File: src/rtl/barrel_shift_arbiter.sv
// barrel_shift_arbiter
//   Round-robin arbiter and sequencer that shares one 8-bit multifunction
//   barrel shifter among N_REQ requesters. One request is accepted in IDLE,
//   shifted and registered in EXEC, and presented in RESP until the consumer
//   takes it.
//
// Parameters
//   N_REQ      number of requesters (2..8)
//   ID_W       width of the response ID
//
// Ports
//   clk        clock, all logic on rising edge
//   rst        synchronous active-high reset
//   req_valid  per-requester request valid
//   req_ready  per-requester accept (one-hot or zero, combinational in IDLE)
//   req_data   8-bit operand per requester, requester i at [8i+7:8i]
//   req_amt    3-bit shift amount per requester, requester i at [3i+2:3i]
//   req_mode   2-bit mode per requester: 00 shl, 01 shr, 10 rotl, 11 rotr
//   rsp_valid  result valid
//   rsp_ready  consumer accepts result
//   rsp_data   shifted result
//   rsp_id     index of the requester owning rsp_data
//   grant_cnt  16-bit saturating accept counter per requester
//              (only when BSA_STATS_EN is defined)
//
// Optional feature macro: BSA_STATS_EN
module barrel_shift_arbiter #(
  parameter int N_REQ = 4,
  parameter int ID_W  = $clog2(N_REQ)
) (
  input  logic                 clk,
  input  logic                 rst,
  input  logic [N_REQ-1:0]     req_valid,
  output logic [N_REQ-1:0]     req_ready,
  input  logic [8*N_REQ-1:0]   req_data,
  input  logic [3*N_REQ-1:0]   req_amt,
  input  logic [2*N_REQ-1:0]   req_mode,
  output logic                 rsp_valid,
  input  logic                 rsp_ready,
  output logic [7:0]           rsp_data,
  output logic [ID_W-1:0]      rsp_id
`ifdef BSA_STATS_EN
  ,
  output logic [16*N_REQ-1:0]  grant_cnt
`endif
);

  typedef enum logic [1:0] {
    IDLE = 2'd0,
    EXEC = 2'd1,
    RESP = 2'd2
  } state_t;

  state_t          state;
  logic [ID_W-1:0] rr_ptr;
  logic [ID_W-1:0] winner;
  logic [ID_W-1:0] search_idx;
  logic [ID_W-1:0] next_ptr;
  logic            any_valid;
  logic            accept;
  logic [7:0]      sel_data;
  logic [2:0]      sel_amt;
  logic [1:0]      sel_mode;
  logic [7:0]      cap_data;
  logic [2:0]      cap_amt;
  logic [1:0]      cap_mode;
  logic [ID_W-1:0] cap_id;

  // Multifunction 8-bit shift. Rotates shift a doubled copy of the operand
  // so a rotate by 0 naturally returns the operand instead of 0.
  function automatic logic [7:0] shift8(input logic [7:0] d,
                                        input logic [2:0] s,
                                        input logic [1:0] mode);
    logic [15:0] dbl;
    logic [7:0]  res;
    dbl = {d, d};
    res = d;
    case (mode)
      2'b00: res = d << s;
      2'b01: res = d >> s;
      2'b10: begin
        dbl = dbl << s;
        res = dbl[15:8];
      end
      default: begin
        dbl = dbl >> s;
        res = dbl[7:0];
      end
    endcase
    return res;
  endfunction

  // Round-robin search: walk downward from the farthest offset so the last
  // match written is the first valid requester at or after rr_ptr.
  always_comb begin
    any_valid  = 1'b0;
    winner     = '0;
    search_idx = '0;
    for (int k = N_REQ - 1; k >= 0; k--) begin
      search_idx = ID_W'((int'(rr_ptr) + k) % N_REQ);
      if (req_valid[search_idx]) begin
        any_valid = 1'b1;
        winner    = search_idx;
      end
    end
  end

  assign accept   = (state == IDLE) && any_valid;
  assign next_ptr = (winner == ID_W'(N_REQ - 1)) ? '0 : winner + 1'b1;

  // Steer the winner's fields and raise its ready bit only while idle.
  always_comb begin
    sel_data  = '0;
    sel_amt   = '0;
    sel_mode  = '0;
    req_ready = '0;
    for (int i = 0; i < N_REQ; i++) begin
      if (winner == ID_W'(i)) begin
        sel_data     = req_data[8*i +: 8];
        sel_amt      = req_amt[3*i +: 3];
        sel_mode     = req_mode[2*i +: 2];
        req_ready[i] = accept;
      end
    end
  end

  // Sequencer: capture in IDLE, compute in EXEC, hold in RESP. Reset drops
  // any in-flight transaction without a response.
  always_ff @(posedge clk) begin
    if (rst) begin
      state     <= IDLE;
      rr_ptr    <= '0;
      cap_data  <= '0;
      cap_amt   <= '0;
      cap_mode  <= '0;
      cap_id    <= '0;
      rsp_valid <= 1'b0;
      rsp_data  <= 8'h00;
      rsp_id    <= '0;
    end else begin
      case (state)
        IDLE: begin
          if (any_valid) begin
            cap_data <= sel_data;
            cap_amt  <= sel_amt;
            cap_mode <= sel_mode;
            cap_id   <= winner;
            rr_ptr   <= next_ptr;
            state    <= EXEC;
          end
        end
        EXEC: begin
          rsp_data  <= shift8(cap_data, cap_amt, cap_mode);
          rsp_id    <= cap_id;
          rsp_valid <= 1'b1;
          state     <= RESP;
        end
        RESP: begin
          if (rsp_ready) begin
            rsp_valid <= 1'b0;
            state     <= IDLE;
          end
        end
        default: begin
          rsp_valid <= 1'b0;
          state     <= IDLE;
        end
      endcase
    end
  end

`ifdef BSA_STATS_EN
  // Per-requester accept counters, saturating so a long run never wraps.
  always_ff @(posedge clk) begin
    if (rst) begin
      grant_cnt <= '0;
    end else if (accept) begin
      for (int i = 0; i < N_REQ; i++) begin
        if ((winner == ID_W'(i)) && (grant_cnt[16*i +: 16] != 16'hFFFF)) begin
          grant_cnt[16*i +: 16] <= grant_cnt[16*i +: 16] + 16'd1;
        end
      end
    end
  end
`endif

endmodule

File: config.mk
export PLATFORM = sky130hd
export DESIGN_NAME = barrel_shift_arbiter
export DESIGN_NICKNAME = d
export VERILOG_FILES = /design/src/rtl/barrel_shift_arbiter.sv
export SDC_FILE = /design/constraint.sdc
export NUM_CORES = 1
export LEC_CHECK = 0
export CORE_ASPECT_RATIO = 0.8
export CORE_MARGIN = 4
export CORE_UTILIZATION = 50
export DETAILED_ROUTE_END_ITERATION = 8
export PLACE_DENSITY = 0.87
export SLEW_MARGIN = 30
export SYNTH_ARGS = -nofsm -noshare
export SYNTH_HDL_FRONTEND = slang
export SYNTH_SLANG_ARGS = --single-unit
File: constraint.sdc
create_clock -name clk -period 3.7 [get_ports clk]
set_input_delay 0.37 -clock clk [delete_from_list [all_inputs] [get_ports clk]]
set_output_delay 0.37 -clock clk [all_outputs]
set_load 0.01 [all_outputs]
Word level (Yosys, flattened, before mapping)
Index checks and enable logic that the tools add are counted.
{ "word_totals": {"output_inout_bits": 15, "inputBits": 59, "word_cells": 77, "ff_bits": 30} }
{ "op_classes": {"magnitude_cmp": 4, "bitwise": 1, "muxes": 39, "shift": 4, "eq_ne": 9, "add_sub_neg": 4, "reduce_logical": 7} }
{ "ops": {"columns": ["cell", "n"], "rows": [
  ["$mux W8", 4],
  ["$pmux W8 S3", 1],
  ["$mux W2", 11],
  ["$shl A16 B3 Y16", 1],
  ["$shr A16 B3 Y8", 1],
  ["$mux W1", 13],
  ["$lt A2 B3 Y1 const B", 4],
  ["$mux W3", 4],
  ["$bmux W1 S2", 4],
  ["$eq A2 B2 Y1 const B", 4],
  ["$shl A8 B3 Y8", 1],
  ["$shr A8 B3 Y8", 1],
  ["$eq A2 B1 Y1 const B", 3],
  ["$logic_not A2 Y1", 3],
  ["$pmux W2 S3", 1],
  ["$reduce_and A2 Y1", 3],
  ["$add A2 B1 Y2 const B", 2],
  ["$add A2 B2 Y2 const B", 2],
  ["$ne A2 B2 Y1 const B", 2],
  ["$pmux W1 S3", 1],
  ["$logic_and A1 B1 Y1", 1],
  ["$not A1 Y1", 1]
]} }

Logic depth before layout (Yosys ltp)
Gate-level depths: netlist of run 1.
{ "logic_depth": {"word_depth": 12, "depth_mapped": 11, "mapped_depth_nobuf": 10} }

Worst setup path after synthesis of run 1
No wires, ideal clock.
{ "synth_path": {"path_kind": "register to output", "startpoint": "register rr_ptr[1]", "endpoint": "output req_ready[3]", "arrival_ps": 1951, "slack_ps": 1379, "stages_incl_launch_ff": 8, "path_buffers": 2, "t_required_ps": 3330, "path_cell_list": "dfxtp_1 mux2i_1 nor2_1 nor3_1 ha_1 clkbuf_1 clkbuf_1 and2_1"} }
{ "synth_via": {"elab_chain_len": 9, "word_cells_on_any_way": 22, "cone_classes": "add/sub: 3; eq/ne: 1; mux: 17; reduce/logical: 1"} }
{ "synth_rtl": {"columns": ["item", "line_no", "text"], "rows": [
  ["start, declared", "55", "logic [ID_W-1:0] rr_ptr;"],
  ["start signal, assigned", "148", "rr_ptr <= next_ptr;"],
  ["$add A2 B2 Y2", "100", "search_idx = ID_W'((int'(rr_ptr) + k) % N_REQ);"],
  ["$bmux W1 S2", "101", "if (req_valid[search_idx]) begin"],
  ["$mux W1 (implied by the code)", "101", null],
  ["$mux W2 (3 in series)", "101", null],
  ["$mux W2 (*)", "101", null],
  ["net winner[0]", "56", "logic [ID_W-1:0] winner;"],
  ["$eq A2 B2 Y1 (*)", "118", "if (winner == ID_W'(i)) begin"],
  ["$mux W1 (*)", "118", null],
  ["end, declared", "34", "output logic [N_REQ-1:0] req_ready,"]
]} }
The timed path passes the listed nets; every way through them passes the cells marked *. The select of a mux whose other input is x is not followed.

Final worst setup path of run 1
{ "layout_path": {"startpoint": "input req_valid[0]", "endpoint": "output req_ready[1]"} }
{ "layout_via": {"elab_chain_len": 8, "word_cells_on_any_way": 19, "cone_classes": "eq/ne: 1; mux: 17; reduce/logical: 1"} }
{ "layout_rtl": {"columns": ["item", "line_no", "text"], "rows": [
  ["start, declared", "33", "input logic [N_REQ-1:0] req_valid,"],
  ["$bmux W1 S2", "101", null],
  ["$mux W1 (implied by the code)", "101", null],
  ["$mux W2 (3 in series)", "101", null],
  ["$mux W2 (*)", "101", null],
  ["net winner[0]", "56", null],
  ["$eq A2 B1 Y1 (*)", "118", null],
  ["$mux W1 (*)", "118", null]
]} }
Marks and branches as above.

==> results.ini, run 1 <==
[sta]
setup_viol = 0
grt_setup_unrepaired = no
fin_crit_ns = 3.14
whs_ns = 0.469
max_slew.worst_pin.slew_ns = 0.716
clock_skew_ns = 0.00536
finalWorstSetupSlack_ns = 0.564
finalHoldViolCount = 0
setup_tns_ns = 0
fin_crit_sh_pct = 84.8
max_freq_mhz = 319
slew_viol_final = 0
worst_slew_margin_rel_pct = 52.1

[synth]
yosys-top-cells-area = dfxtp_1 (26%), mux2i_1 (7.5%), a21oi_1 (6.2%), nor2b_1 (5.5%), nor2_1 (5.5%)
synth_common_cells = nor2_1 (33), dfxtp_1 (30), a21oi_1 (28)
syn_area_mm2 = 0.00227
yosys.cell_types.count = 50
synth_edf_count = 0
seq_area_frac_synth_pct = 26.5
ys_seq_elements = 30
synthArstFlopShare_pct = 0
yosys_warnings = 0
yosysMostFrequentCell = nor2_1
synth.top_cell.area_share_pct = 26.5
synth_top_cell_by_area = dfxtp_1
synthFlopType = dfxtp_1
postSynthAreaPerCell_um2 = 7.93
syn-num-nets = 349
syn_inst = 286

[drt]
drc = 0
routedWlPerCell_um = 16.2
drt_iter0_drc = 166
dr_total_vias = 2442
routed_wl_um = 6550
avgViaCountPerCell = 6.03
drt_pass1_iterations = 5
final_antenna_net_count = 0

[placed_design]
dpl.hpwl_um = 4860
gp_congestion = 0.944
post-place-ws_ns = 0.432
numPortBuffers = 73
dp.cells = 397
placed_cell_area_mm2 = 0.00297

[clock_tree]
cts_setup_buffers = 0
ctsLongestPathBuffers = 2
cts_tree = done
cts_buffers = 5
hold_buffers = 0
post_cts_resized = 0
htree_levels = 2
root_buffer = clkbuf_8
worstSkewPairLatency_ns = 0.28
clk_pin_slew_ns = 0.06
clock-sinks = 30

[worst_setup_path]
crit_path_max_fanout = 16
crit_type = in2out
critical-path-top-delay-family = buffers and inverters
reg2reg_depth = 11
endpoint = req_ready[1]
endpoint_kind = output pin
cp_num_buf_inv = 3
r2r-start = rr_ptr[1]
crit_cells = 8
regToRegEndpoint = cap_data[6]
cp_slowest_cell = clkdlybuf4s50_1
startpoint_type = primary input
worstPathCellList = clkdlybuf4s50_1, mux2i_1, nor2_1, nor3_1, ha_1, buf_4, and2_1, clkdlybuf4s50_1
cpMostUsedCell = clkdlybuf4s50_1
cp_data_arrival_time_ns = 2.77
cp-startpoint = req_valid[0]
slowest_delay_ns = 0.54
regToRegSetupSlack_ns = 0.94
worstPathRequired_ns = 3.33

[outcome]
outcome = finished, final reports clean

[grt]
antenna_found_initial = 0
grt_usage_pct = 23.6
overflow = 0
grt_max_degree = 32
grt_pass1_vias = 2363
grt_pass1_wl_um = 11000

[floorplan]
ioPinCount = 74
start_util_pct = 53.0
die_y_um = 68.2
die_area_mm2 = 0.00569
rows = 21
core_area_mm2 = 0.00428
die_width_um = 83.3

[cells_and_area]
finalNetCount = 410
diodes = 0
fin_cells = 405
drive_gt1_share_pct = 7.76
finalInstanceArea_mm2 = 0.00306
fin_util_pct = 71.5
syn2layout_area_growth_pct = 35.1

[job]
max-cap-violations = 0

[power_and_ir_drop]
power_mw = 1.37
ir_drop_v = 0.000219
p_leak_nw = 1.12
p_per_area_mw_per_mm2 = 448

[worst_hold_path]
holdCritPathClass = reg2reg
min_from = rsp_id[1]

==> layer usage <==
| layer | up-vias | part of all wire [%] | global-route usage, % |
|---|---|---|---|
| met2 | 131 | 44 | 39.9 |
| met1 | 1094 | 43 | 29.6 |
| met4 | 0 | 2.7 | 7.35 |
| met3 | 24 | 9.9 | 6.86 |
| met5 | - | 0 | 0 |
| li1 | 1193 | - | - |
==> worst min-delay path by stage <==
stage	endpoint	cells after the start
floorplan	rsp_id[0]	2
global placement	rsp_id[0]	2
detailed placement	rsp_id[0]	2
CTS	rsp_id[1]	2
global route	rsp_id[1]	2
finish	rsp_id[1]	2
==> cells in the final DEF, fill, tap and decap left out, types with 2 or more instances in the layout <==
cell / count
and2_1: 4
o211a_1: 2
nand3b_1: 2
nand2b_1: 4
a311oi_1: 2
buf_4: 6
inv_1: 6
nor2_1: 33
nor2b_1: 20
o211ai_1: 2
dfxtp_1: 29
a31oi_1: 7
nor3_1: 15
ha_1: 4
mux2_2: 6
a221oi_1: 12
a311o_1: 2
a21oi_1: 28
a211oi_1: 16
o21ai_0: 5
clkdlybuf4s50_1: 72
nand2_1: 19
a2111oi_1: 2
clkbuf_8: 6
mux2i_1: 17
==> sequential cells by signal (all words and copies together), names as in the netlist <==
| signal | count |
|---|---|
| cap_data | 8 |
| rsp_data | 8 |
| cap_amt | 3 |
| cap_id | 2 |
| cap_mode | 2 |
| rr_ptr | 2 |
| rsp_id | 2 |
| state | 2 |
| rsp_valid | 1 |
==> layout make-up <==
cell class | count | area, µm²
Multi-Input combinational cell | 225 | 1500
Clock buffer | 6 | 82.6
Sequential cell | 30 | 602
Clock inverter | 2 | 12.5
Tap cell | 57 | 71.3
Fill cell | 320 | 1220
Timing Repair Buffer | 79 | 771
Inverter | 6 | 22.5
==> kinds of logic (layout without fill, tap and decap cells) <==
group	Yosys count	in the layout	share of synthesized area, %
mux	25	25	12.6
compound gates	91	91	28.2
buf+inv	31	93	7.28
fa+ha+maj	4	4	2.21
simple gates	105	105	23.2
flops	30	30	26.5
==> power by group <==
| part | switching [mW] | internal, mW | total (mW) |
|---|---|---|---|
| sequential | 0.106 | 0.376 | 0.481 |
| combinational | 0.298 | 0.314 | 0.612 |
| clock | 0.129 | 0.149 | 0.278 |
| total | 0.533 | 0.839 | 1.37 |
==> tightest hold or removal path, stage by stage (launching register included) <==
cell	delay, ns
dfxtp_1	0.31
nand2_1	0.06
a21oi_1	0.05
(Power assumes the default switching activity.)
==> run 2: changes to the inputs <==
- CORE_UTILIZATION: 50 -> 47
- PLACE_DENSITY: 0.87 -> 0.82
- clock period: 3.7 -> 2.9 ns (I/O delays scaled with it)
==> run 2 against run 1 <==
Net effect:
- clock power rose by 94%
- sequential power grew 26%
- sequential share of layout area fell by 0.54 points
- setup slack worse by 0.37 ns
- combinational power up 30%
- worst hold slack got worse by 0.0054 ns
- die area increased by 5.7%
- first-iteration DRC count is 6.6% lower
- critical path type unchanged
- largest cell class unchanged
==> results.ini, run 2 (synthesized netlist as in run 1, its figures left out) <==
[power_and_ir_drop]
p_leak_nw = 1.17  ; was 1.12 nW
p_per_area_mw_per_mm2 = 616  ; was 448 mW/mm²
p_sw_share_pct = 35.1  ; was 38.9%
p_clk_share_pct = 27.7  ; was 20.3%
switchingPower_mw = 0.681  ; was 0.533 mW
p_int_mw = 1.26  ; was 0.839 mW
ir_drop_v = 0.000362  ; was 0.000219 V
combPwrFrac_pct = 40.9  ; was 44.6%
pwr-share-seq_pct = 31.3  ; was 35.1%

[grt]
grt_usage_pct = 20.9  ; was 23.6%
met2_usage_pct = 34.9  ; was 39.9%
antenna_found_initial = 0  ; unchanged
grt_pass1_wl_um = 10300  ; was 11000 µm
overflow = 0  ; unchanged
grt_max_degree = 28  ; was 32
grt_busiest_layer = met2  ; unchanged
use_met3_pct = 4.13  ; was 6.86%
met1_usage_pct = 26.5  ; was 29.6%
grt_pass1_vias = 2249  ; was 2363

[clock_tree]
cts_buffers = 5  ; unchanged
htree_levels = 2  ; unchanged
worstSkewPairLatency_ns = 0.29  ; was 0.28 ns
cts_setup_buffers = 0  ; unchanged
cts_tree = done  ; unchanged
root_buffer = clkbuf_8  ; unchanged
post_cts_resized = 0  ; unchanged
clock-sinks = 30  ; unchanged
ctsLongestPathBuffers = 2  ; unchanged
clk_pin_slew_ns = 0.06  ; about the same
hold_buffers = 0  ; unchanged

[placed_design]
dpl.hpwl_um = 4630  ; was 4860 µm
post-place-ws_ns = 0.147  ; was 0.432 ns
gp_congestion = 0.912  ; was 0.944
numPortBuffers = 73  ; unchanged
placed_cell_area_mm2 = 0.00301  ; was 0.00297 mm²
dp.cells = 404  ; was 397

[drt]
avgViaCountPerCell = 5.78  ; was 6.03
routedWlPerCell_um = 15.2  ; was 16.2 µm
drc = 0  ; unchanged
drt_pass1_iterations = 4  ; was 5
dr_total_vias = 2383  ; was 2442
routed_wl_um = 6250  ; was 6550 µm
final_antenna_net_count = 0  ; unchanged
drt_iter0_drc = 155  ; was 166

[sta]
finalWorstSetupSlack_ns = 0.194  ; was 0.564 ns
slew_viol_final = 0  ; unchanged
worst_slew_margin_rel_pct = 39.6  ; was 52.1%
clock_skew_ns = 0.00951  ; was 0.00536 ns
whs_ns = 0.463  ; was 0.469 ns
setup_viol = 0  ; unchanged
finalHoldViolCount = 0  ; unchanged
fin_crit_sh_pct = 93.3
fin_crit_ns = 2.71
setup_tns_ns = 0  ; unchanged
max_freq_mhz = 370
max_slew.worst_pin.slew_ns = 0.903  ; was 0.716 ns
grt_setup_unrepaired = no  ; unchanged

[floorplan]
ioPinCount = 74  ; unchanged
die_width_um = 85.7  ; was 83.3 µm
rows = 22  ; was 21
die_area_mm2 = 0.00601  ; was 0.00569 mm²
core_area_mm2 = 0.00462  ; was 0.00428 mm²
die_y_um = 70.1  ; was 68.2 µm
start_util_pct = 49.1  ; was 53.0%

[cells_and_area]
top_regs = cap_data (8), rsp_data (8), cap_amt (3)  ; unchanged
layout_commonest_cell = clkdlybuf4s50_1  ; unchanged
syn2layout_area_growth_pct = 38.9  ; was 35.1%
finalInstanceArea_mm2 = 0.00315  ; was 0.00306 mm²
drive_gt1_share_pct = 8.52  ; was 7.76%
fin_cells = 412  ; was 405
diodes = 0  ; unchanged
final_cell_mix = clkdlybuf4s50_1 (73), nor2_1 (33), dfxtp_1 (29)  ; was clkdlybuf4s50_1 (72), nor2_1 (33), dfxtp_1 (29)
finalNetCount = 414  ; was 410

[worst_hold_path]
min_from = cap_id[1]  ; was rsp_id[1]
holdCritPathClass = reg2reg  ; unchanged

[worst_setup_path]
worstPathRequired_ns = 2.61  ; was 3.33 ns
startpoint_type = primary input  ; unchanged
regToRegSetupSlack_ns = 0.49  ; was 0.94 ns
endpoint_kind = output pin  ; unchanged
r2r-start = rr_ptr[1]  ; unchanged
cp_data_arrival_time_ns = 2.42  ; was 2.77 ns
cp-startpoint = req_valid[0]  ; unchanged
crit_type = in2out  ; unchanged
crit_path_max_fanout = 7  ; was 16

[outcome]
outcome = finished, final reports clean  ; unchanged

[job]
max-cap-violations = 0  ; unchanged

run 2: changes by cell type in the layout (fill, tap and decap cells not counted), sizes merged:
cell | before | now
clkinv | 1 | 0
clkinvlp | 1 | 0
bufinv | 0 | 2
buf | 7 | 10
clkdlybuf4s50 | 72 | 73
run 2: power groups by stage:
stage | Combinational, mW | Sequential [mW] | Clock [mW]
2_1_floorplan | 0.599 | 0.546 | 0
3_3_place_gp | 0.768 | 0.607 | 0
3_5_place_dp | 0.785 | 0.610 | 0
4_1_cts | 0.795 | 0.602 | 0.544
5_1_grt | 0.880 | 0.622 | 0.552
6_report | 0.793 | 0.608 | 0.538
run 2: critical path, stage by stage:
cell	delay (ns)
clkdlybuf4s50_1	0.56
a21oi_1	0.09
o21ai_0	0.14
o2bb2a_1	0.29
inv_1	0.10
ha_1	0.26
and2_1	0.15
clkdlybuf4s50_1	0.53
run 2: cell type report:
class | count | area (µm²)
Multi-Input combinational cell | 225 | 1500
Fill cell | 405 | 1470
Timing Repair Buffer | 83 | 806
Sequential cell | 30 | 602
Clock buffer | 6 | 82.6
Tap cell | 60 | 75.1
Clock inverter | 2 | 60.1
Inverter | 6 | 22.5
run 2: metal layers:
layer  wire, µm  share of wire [%]  vias to the layer above
met1       2690                 43                     1106
met5          0                  0                        -
li1           -                  -                     1194
met2       3100                 50                       70
met3        330                5.3                       13
met4        132                2.1                        0
run 2: final timing paths:
path | cells past startpoint | endpoint
worst max-delay path | 8 | req_ready[1]
worst min-delay path | 2 | rsp_id[1]
worst max register to register | 11 | cap_data[5]
worst min register to register | 2 | rsp_id[1]
run 2: metrics by stage:
| stage | utilization (%) | power [mW] |
|---|---|---|
| after floorplan | - | 1.15 |
| after CTS | 68.1 | 1.94 |
| after global placement | 65.0 | 1.37 |
| after detailed placement | 65.0 | 1.39 |
| final | 68.1 | 1.94 |
| after global routing | 68.1 | 2.05 |
==> run 3: changes to the inputs <==
- CORE_UTILIZATION: 47 -> 42
- PLACE_DENSITY: 0.82 -> 0.78
- clock period: 2.9 -> 2.4 ns (I/O delays scaled with it)
==> run 3 against run 2 <==
Net effect:
- combinational power increased by 34%
- critical path depth unchanged
- non-clock buffer count increased by 15
- design area increased by 3.2%
- global-route usage decreased by 0.58 points
- via count increased by 1.9%
- first-iteration DRC count decreased by 6.5%
- register-to-register slack got worse by 0.32 ns
- sequential power increased by 16%
- critical path type is now reg2out
- critical endpoint is now req_ready[0]
- largest power group unchanged
==> results.ini, run 3 (synthesized netlist as in run 1, its figures left out) <==
[cells_and_area]
final_cell_mix = clkdlybuf4s50_1 (66), nor2_1 (33), dfxtp_1 (29)  ; was clkdlybuf4s50_1 (73), nor2_1 (33), dfxtp_1 (29)
finalNetCount = 429  ; was 414
diodes = 0  ; unchanged
drive_gt1_share_pct = 13.9  ; was 8.52%
fin_util_pct = 63.5  ; was 68.1%
fin_cells = 429  ; was 412
syn2layout_area_growth_pct = 43.3  ; was 38.9%
layout_commonest_cell = clkdlybuf4s50_1  ; unchanged
top_regs = cap_data (8), rsp_data (8), cap_amt (3)  ; unchanged

[sta]
slew_viol_final = 0  ; unchanged
finalWorstSetupSlack_ns = 0.0944  ; was 0.194 ns
worst_slew_margin_rel_pct = 56.7  ; was 39.6%
fin_crit_sh_pct = 96.1
setup_viol = 0  ; unchanged
max_freq_mhz = 434
max_slew.worst_pin.slew_ns = 0.649  ; was 0.903 ns
clock_skew_ns = 0.00541  ; was 0.00951 ns
fin_crit_ns = 2.31
grt_setup_unrepaired = no  ; unchanged
finalHoldViolCount = 0  ; unchanged

[placed_design]
dpl.hpwl_um = 5200  ; was 4630 µm
numPortBuffers = 73  ; unchanged
dp.cells = 419  ; was 404
gp_congestion = 0.940  ; was 0.912
post-place-ws_ns = -0.517  ; was 0.147 ns

[grt]
grt_max_degree = 30  ; was 28
antenna_found_initial = 0  ; unchanged
grt_busiest_layer = met2  ; unchanged
grt_usage_pct = 20.3  ; was 20.9%
grt_pass1_wl_um = 11000  ; was 10300 µm
overflow = 0  ; unchanged
met2_usage_pct = 32.0  ; was 34.9%
grt_pass1_vias = 2413  ; was 2249
use_met3_pct = 6.14  ; was 4.13%
met1_usage_pct = 26.5  ; about the same

[worst_setup_path]
regToRegEndpoint = cap_data[0]  ; was cap_data[5]
r2r-start = rr_ptr[1]  ; unchanged
cp_data_arrival_time_ns = 2.07  ; was 2.42 ns
worstPathRequired_ns = 2.16  ; was 2.61 ns
crit_type = reg2out  ; was in2out
regToRegSetupSlack_ns = 0.17  ; was 0.49 ns
endpoint_kind = output pin  ; unchanged
crit_path_max_fanout = 5  ; was 7
startpoint_type = flop  ; was primary input
reg2reg_depth = 11  ; unchanged

[drt]
final_antenna_net_count = 0  ; unchanged
drt_iter0_drc = 145  ; was 155
drc = 0  ; unchanged
avgViaCountPerCell = 5.66  ; was 5.78
drt_pass1_iterations = 4  ; unchanged
dr_total_vias = 2429  ; was 2383
routedWlPerCell_um = 15.7  ; was 15.2 µm
routed_wl_um = 6730  ; was 6250 µm

[worst_hold_path]
min_to = rsp_id[1]  ; unchanged
min_from = cap_id[1]  ; unchanged
min_path_cells = 2  ; unchanged
holdCritPathClass = reg2reg  ; unchanged

[floorplan]
rows = 23  ; was 22
die_width_um = 90.2  ; was 85.7 µm
die_area_mm2 = 0.00665  ; was 0.00601 mm²
die_y_um = 73.7  ; was 70.1 µm
core_area_mm2 = 0.00512  ; was 0.00462 mm²
ioPinCount = 74  ; unchanged
start_util_pct = 44.3  ; was 49.1%

[clock_tree]
clock-sinks = 30  ; unchanged
cts_buffers = 5  ; unchanged
cts_tree = done  ; unchanged
clk_pin_slew_ns = 0.06  ; about the same
root_buffer = clkbuf_8  ; unchanged
htree_levels = 2  ; unchanged
hold_buffers = 0  ; unchanged
ctsLongestPathBuffers = 2  ; unchanged
worstSkewPairLatency_ns = 0.28  ; was 0.29 ns

[power_and_ir_drop]
p_leak_nw = 1.25  ; was 1.17 nW
p_per_area_mw_per_mm2 = 670  ; was 616 mW/mm²
ir_drop_v = 0.000288  ; was 0.000362 V
power_mw = 2.18  ; was 1.94 mW

[outcome]
outcome = finished, final reports clean  ; unchanged

[job]
max-cap-violations = 0  ; unchanged

==> run 3: cell types whose count changed in the layout (fill, tap and decap cells not counted), moves of 2 or more <==
| cell | before | now |
|---|---|---|
| ha_1 | 4 | 1 |
| buf_6 | 0 | 2 |
| buf_4 | 10 | 23 |
| clkdlybuf4s50_1 | 73 | 66 |
| ha_2 | 0 | 3 |
| dlygate4sd2_1 | 0 | 6 |
| bufinv_16 | 2 | 0 |
==> run 3: worst max path at each step <==
stage            startpoint            to  slack (ns)  cells past startpoint
2_1_floorplan     rr_ptr[1]    cap_amt[1]        0.13                     11
3_3_place_gp   req_valid[0]   cap_data[7]       -0.40                     11
3_5_place_dp   req_valid[0]   cap_data[0]       -0.52                     11
4_1_cts        req_valid[2]  req_ready[3]        0.12                      8
5_1_grt           rr_ptr[1]  req_ready[2]       0.008                      8
6_report          rr_ptr[1]  req_ready[0]        0.09                      8
==> run 3: worst max-delay path: stages, from the launching register on <==
cell and delay, ns:
dfxtp_4 0.37, mux2i_1 0.19, nor2_1 0.07, nor3_2 0.29, inv_1 0.10, ha_1 0.23
buf_4 0.14, and2_1 0.12, dlygate4sd2_1 0.28
==> run 3: per-stage QoR <==
stage,hold slack [ns],instance area [µm²],TNS [ns]
finish,0.455,3250,0
global route,0.470,3250,0
CTS,0.459,3220,0
detailed placement,0.448,3110,-7.17
global placement,0.446,3110,-5.44
floorplan,0.404,2270,0
==> run 3: routing by layer <==
| metal | share of wire (%) | up-vias |
|---|---|---|
| met2 | 44 | 105 |
| met4 | 1.8 | 0 |
| met5 | 0 | - |
| met1 | 46 | 1089 |
| li1 | - | 1225 |
| met3 | 8.6 | 10 |
==> run 3: power by group <==
group | total, mW | switching, mW | internal (mW)
combinational | 1.06 | 0.520 | 0.544
sequential | 0.706 | 0.125 | 0.580
clock | 0.408 | 0.177 | 0.231
total | 2.18 | 0.822 | 1.36
==> run 3: what timing repair did <==
item                                    CTS  global route
endpoints found under the hold margin     0             0
endpoints found under the setup margin   17            13
setup buffers                             1             1
pin swaps                                 2             1
resized for setup                        12             7
==> run 3: final cells by class <==
class                           instances  area [µm²]
Inverter                                6        22.5
Timing Repair Buffer                   98         921
Sequential cell                        30         604
Multi-Input combinational cell        225        1530
Clock buffer                            7        86.3
Clock inverter                          1        5.00
Fill cell                             433        1870
Tap cell                               62        77.6
